## src/rtl/seq_pkg.sv

```systemverilog
// seq_pkg: shared state encoding and sizing helper for the sequence player
package seq_pkg;

    typedef enum logic [1:0] {
        IDLE,
        PLAY,
        WAIT
    } seq_state_t;

    // Bits needed to hold the values 0..n inclusive
    function automatic int cnt_w(input int n);
        return $clog2(n + 1);
    endfunction

endpackage

```

## src/rtl/seq_timer.sv

```systemverilog
// seq_timer: down-counter whose done is high in the TICK_CYCLES-th cycle after start
module seq_timer #(
    parameter int TICK_CYCLES = 1000
) (
    input  logic clk,
    input  logic reset,
    input  logic start,
    output logic done
);

    localparam int TW = $clog2(TICK_CYCLES + 1);

    logic [TW-1:0] cnt_q, cnt_d;

    // Reload on start, otherwise count down and park at zero
    always_comb begin
        cnt_d = start ? TW'(TICK_CYCLES) : (cnt_q != '0 ? cnt_q - 1'b1 : cnt_q);
    end

    // Counter register
    always_ff @(posedge clk or negedge reset) begin
        if (!reset) cnt_q <= '0;
        else        cnt_q <= cnt_d;
    end

    assign done = (cnt_q == TW'(1));

endmodule

```

## src/rtl/seq_player.sv

```systemverilog
// seq_player: records a short sequence of entries and plays it back at a fixed tick rate
module seq_player
    import seq_pkg::*;
#(
    parameter int DATA_W      = 8,
    parameter int DEPTH       = 16,
    parameter int TICK_CYCLES = 1000
) (
    input  logic                       clk,
    input  logic                       reset,
    input  logic                       save,
    input  logic                       execute,
    input  logic                       stop,
    input  logic                       clear,
    input  logic                       loop_en,
    input  logic [DATA_W-1:0]          data_in,
    output logic [DATA_W-1:0]          data_out,
    output logic                       data_valid,
    output logic [$clog2(DEPTH+1)-1:0] count,
    output logic                       empty,
    output logic                       full,
    output logic                       busy,
    output logic                       save_err
);

    localparam int CW = cnt_w(DEPTH);
    localparam int AW = $clog2(DEPTH);

    seq_state_t        state_q, state_d;
    logic [CW-1:0]     count_q, count_d;
    logic [CW-1:0]     idx_q, idx_d;
    logic [DATA_W-1:0] dout_q, dout_d;
    logic              dv_q, dv_d;
    logic              serr_q, serr_d;
    logic              we;
    logic              t_start;
    logic              t_done;
    logic              is_full;

    logic [DATA_W-1:0] mem [DEPTH];

    seq_timer #(
        .TICK_CYCLES(TICK_CYCLES)
    ) u_timer (
        .clk  (clk),
        .reset(reset),
        .start(t_start),
        .done (t_done)
    );

    assign is_full = (count_q == CW'(DEPTH));

    // Next-state logic: clear beats execute beats save in IDLE; stop beats everything while busy
    always_comb begin
        state_d = state_q;
        count_d = count_q;
        idx_d   = idx_q;
        dout_d  = dout_q;
        dv_d    = 1'b0;
        serr_d  = 1'b0;
        we      = 1'b0;
        t_start = 1'b0;
        unique case (state_q)
            IDLE: begin
                if (clear) begin
                    count_d = '0;
                end else if (execute) begin
                    if (count_q != '0) begin
                        state_d = PLAY;
                        idx_d   = '0;
                    end
                end else if (save) begin
                    if (is_full) begin
                        serr_d = 1'b1;
                    end else begin
                        we      = 1'b1;
                        count_d = count_q + 1'b1;
                    end
                end
            end
            PLAY: begin
                if (stop) begin
                    state_d = IDLE;
                end else begin
                    dout_d  = mem[idx_q[AW-1:0]];
                    dv_d    = 1'b1;
                    idx_d   = idx_q + 1'b1;
                    t_start = 1'b1;
                    state_d = WAIT;
                end
            end
            WAIT: begin
                if (stop) begin
                    state_d = IDLE;
                end else if (t_done) begin
                    if (idx_q < count_q) begin
                        state_d = PLAY;
                    end else if (loop_en) begin
                        idx_d   = '0;
                        state_d = PLAY;
                    end else begin
                        state_d = IDLE;
                    end
                end
            end
            default: state_d = IDLE;
        endcase
    end

    // Control and output registers; reset also forgets the stored sequence
    always_ff @(posedge clk or negedge reset) begin
        if (!reset) begin
            state_q <= IDLE;
            count_q <= '0;
            idx_q   <= '0;
            dout_q  <= '0;
            dv_q    <= 1'b0;
            serr_q  <= 1'b0;
        end else begin
            state_q <= state_d;
            count_q <= count_d;
            idx_q   <= idx_d;
            dout_q  <= dout_d;
            dv_q    <= dv_d;
            serr_q  <= serr_d;
        end
    end

    // Entry storage; contents are meaningless until count covers them, so no reset
    always_ff @(posedge clk) begin
        if (we) mem[count_q[AW-1:0]] <= data_in;
    end

    assign data_out   = dout_q;
    assign data_valid = dv_q;
    assign count      = count_q;
    assign empty      = (count_q == '0);
    assign full       = is_full;
    assign busy       = (state_q != IDLE);
    assign save_err   = serr_q;

endmodule

```

## config.mk

```make
export PLATFORM = sky130hd
export DESIGN_NAME = seq_player
export DESIGN_NICKNAME = d
export VERILOG_FILES = /design/src/rtl/seq_pkg.sv /design/src/rtl/seq_timer.sv /design/src/rtl/seq_player.sv
export SDC_FILE = /design/constraint.sdc
export NUM_CORES = 1
export LEC_CHECK = 0
export CORE_MARGIN = 2
export CORE_UTILIZATION = 50
export DETAILED_ROUTE_END_ITERATION = 8
export PLACE_DENSITY_LB_ADDON = 0.25
export REMOVE_ABC_BUFFERS = 1
export SETUP_SLACK_MARGIN = 0.3
export SLEW_MARGIN = 25
export SYNTH_ARGS = -nofsm -noshare
export SYNTH_HDL_FRONTEND = slang
export SYNTH_SLANG_ARGS = --single-unit
```

## constraint.sdc

```tcl
create_clock -name clk -period 5.8 [get_ports clk]
set_input_delay 0.87 -clock clk [delete_from_list [all_inputs] [get_ports clk]]
set_output_delay 0.87 -clock clk [all_outputs]
set_load 0.01 [all_outputs]
```

==> metrics.md <==
| Metric | Value |
|---|---|
| Post-Synth Simple-Gate Area | 10.4% |
| Post-Synth XOR/XNOR Area | 0.773% |
| Num CTS Buffers | 17 |
| Nets@finish | 510 |
| Synth Flop Type | edfxtp_1 |
| H-tree depth | 4 |
| WP data required | 4.93 ns |
| Detailed-router iteration count before antenna repair | 5 |
| Worst Setup Start Kind | flop |
| Synth warnings | 0 |
| Post-layout min period | 3.32 ns |
| Met3 usage in global routing | 4.43% |
| Detail Placement HPWL | 9.36 mm |
| Number of max-cap violations | 0 |
| Initial antenna violation count | 0 |
| Fill cells | 1011 |
| Status | finished, final reports clean |
| Synth Area in Adders | 2.21% |
| Post-synthesis compound-gate area fraction | 4.71% |
| Top-area cell type share of the netlist area | 56.5% |
| Initial core utilization | 51.4% |
| PD cells | 421 mW/mm2 |
| Gr usage total | 21.4% |
| GPL Wtd Cong | 0.839 |
| Total die area | 0.0146 mm2 |
| Final setup fails | 0 |
| Fmax | 301 MHz |
| Largest family of logic cells by synthesized area | multiplexers |
| DP Cell Count | 640 |
| R2R setup slack | 3.41 ns |
| M1 GR Usage | 27.6% |
| Syn Inst Count | 449 |
| Clock transition at path regs | 0.06 ns |
| Synth Register Bits | 160 |
| Hold Vio Cnt, Final | 0 |
| Area contributors post-synth | edfxtp_1 57%, dfrtp_1 12%, mux4_2 5.6% |
| Synthesized area per cell | 15.1 um2 |
| Max Root-Sink Buffers | 2 |
| Share of the yosys chip area belonging to registers | 68.3% |
| Syn Std Cell Area | 0.00680 mm2 |
| Root Driver | clkbuf_16 |
| Clock latency on the worst-skew pair | 0.42 ns |
| Post-synth EDFFs | 128 |
| Rows | 42 |
| Crit path kind | reg -> out |
| Num ports | 33 |
| 1st-iter DRT viols | 296 |
| Mean routed wirelength per cell | 21.5 um |
| Period utilisation layout | 57.2% |
| Gr busiest metal | met2 |
| Clock Skew | 0.00930 ns |
| Max-slew headroom | 44.4% |
| Clk sink count | 160 |
| Largest net degree at the start of global routing | 49 |
| # hold bufs at CTS | 0 |
| PostCTS Resize Cnt | 0 |
| Post-CTS Setup Repair Bufs | 0 |
| Mux cell area share after synthesis | 11.2% |
| Arr. time, crit path | 2.45 ns |
| Area Growth Syn to Fin | 14.6% |
| Die X | 121 um |
| Vias in the first global route | 3952 |
| Port bufs | 32 |
| CTS tree | done |
| Final Power | 3.28 mW |
| Netlist cell types | 52 |
| Crit path capture type | primary output |
| Layout cells sized above 1 | 12.5% |
| Leakage | 2.67 nW |
| Highest ir drop seen on vdd | 0.226 mV |
| Slew of the pin with the lowest slew margin | 0.834 ns |
| Routed WL | 14.4 mm |
| Diodes inserted | 0 |
| Top-count cell post-synth | edfxtp_1 |
| Grt ovf | 0 |
| Slew Limit Fails | 0 |
| Via density | 5.76 |
| Met2 Usage GRT | 35.4% |
| Final TNS setup | 0 ns |
| Detail Route Antenna Nets | 0 |
| DR DRC count | 0 |
| Hold WC Path Type | reg -> reg |
| Worst-path maximum fanout | 5 |
| Finished Layout Cells | 671 |
| Area of the core | 0.0132 mm2 |
| Die Ht | 121 um |
| First-pass GRT wire length | 22.5 mm |
| Synth top cells by count | 128 x edfxtp_1, 40 x nor2_1, 37 x mux2i_1, 32 x dfrtp_1, 18 x nand3_1 |
| RSZ-0062 raised after global routing | false |
| Asr flop ratio synth | 20.0% |
| Vias | 3862 |
| Area leader, netlist | edfxtp_1 |
[critical path, cell delays in order, from the launching register on]
cell and delay [ns]:
dfrtp_1 0.42, inv_1 0.14, ha_1 0.32, or4b_4 0.55, inv_1 0.08, clkdlybuf4s50_1 0.52
[metrics by stage]
stage	area, um2	setup slack, ns	utilization [%]	hold WS (ns)
CTS	7800	2.48	58.9	0.511
detailed placement	7250	2.69	54.8	0.498
finish	7800	2.48	58.9	0.507
global placement	7250	2.70	54.8	0.499
floorplan	6690	2.82	-	0.494
global route	7800	2.43	58.9	0.564
[power breakdown]
group	switching [mW]	internal [mW]
combinational	0.443	0.379
sequential	0.101	1.33
clock	0.440	0.589
[registers in the layout, summed over array words and instances, names as in the netlist]
register / cells
count: 5
data_out: 8
data_valid: 1
idx_q: 5
mem: 128
save_err: 1
state_q: 2
u_timer.cnt_q: 10
[path summary, 6_finish.rpt]
| path | from | cells after the start | end |
|---|---|---|---|
| setup / recovery | count[1] | 5 | empty |
| hold / removal | data_out[4] | 2 | data_out[4] |
| setup reg to reg | idx_q[0] | 6 | data_out[2] |
| hold reg to reg | data_out[4] | 2 | data_out[4] |
| max in group asynchronous | reset | 1 | idx_q[0] |
| min in group asynchronous | reset | 1 | u_timer.cnt_q[6] |
[layout by cell type, fill, tap and decap left out, types with 2 or more instances in the layout]
master and n:
edfxtp_1 128, nor2_1 40, mux2i_1 37, dfrtp_1 31
clkdlybuf4s50_1 31, nand3_1 18, nand2_1 17, mux4_2 17
clkbuf_16 17, inv_1 14, o21ai_0 13, ha_1 12
a21oi_1 10, o22ai_1 9, nor4_1 9, and2_1 8
and3_1 8, nand2b_1 7, nor3_1 5, xnor2_1 5
or3_1 4, clkinvlp_4 4, nor2b_1 3, clkinv_4 3
buf_4 3, or2_2 2, nor3_2 2, a21o_1 2
a31oi_1 2, nor3b_1 2, o41ai_1 2, inv_6 2
clkbuf_1 2
[cells by family (layout without fill, tap and decap cells)]
group	Yosys count	in the layout
DFF	160	160
and+or+nand+nor	134	134
muxes	55	55
AOI/OAI and AO/OA	48	48
buffers and inverters	34	80
adders and majority gates	12	12
xor gates and xnor gates	6	6
[layout make-up]
type	count	area, um2	share of cell area (%)
tap	176	220	2.82
clock buffer	19	433	5.55
sequential	160	4650	59.6
multi-input combinational	255	1990	25.6
clock inverter	12	113	1.44
inverter	14	52.6	0.674
timing repair buffer	35	338	4.33
[metal layers]
metal  vias to the layer above  routed length, um
li1                       1782                  -
met1                      1945               6150
met2                       109               7180
met3                        26                749
met4                         0                316
met5                         -                  0
Power figures use the tool's default switching activity.
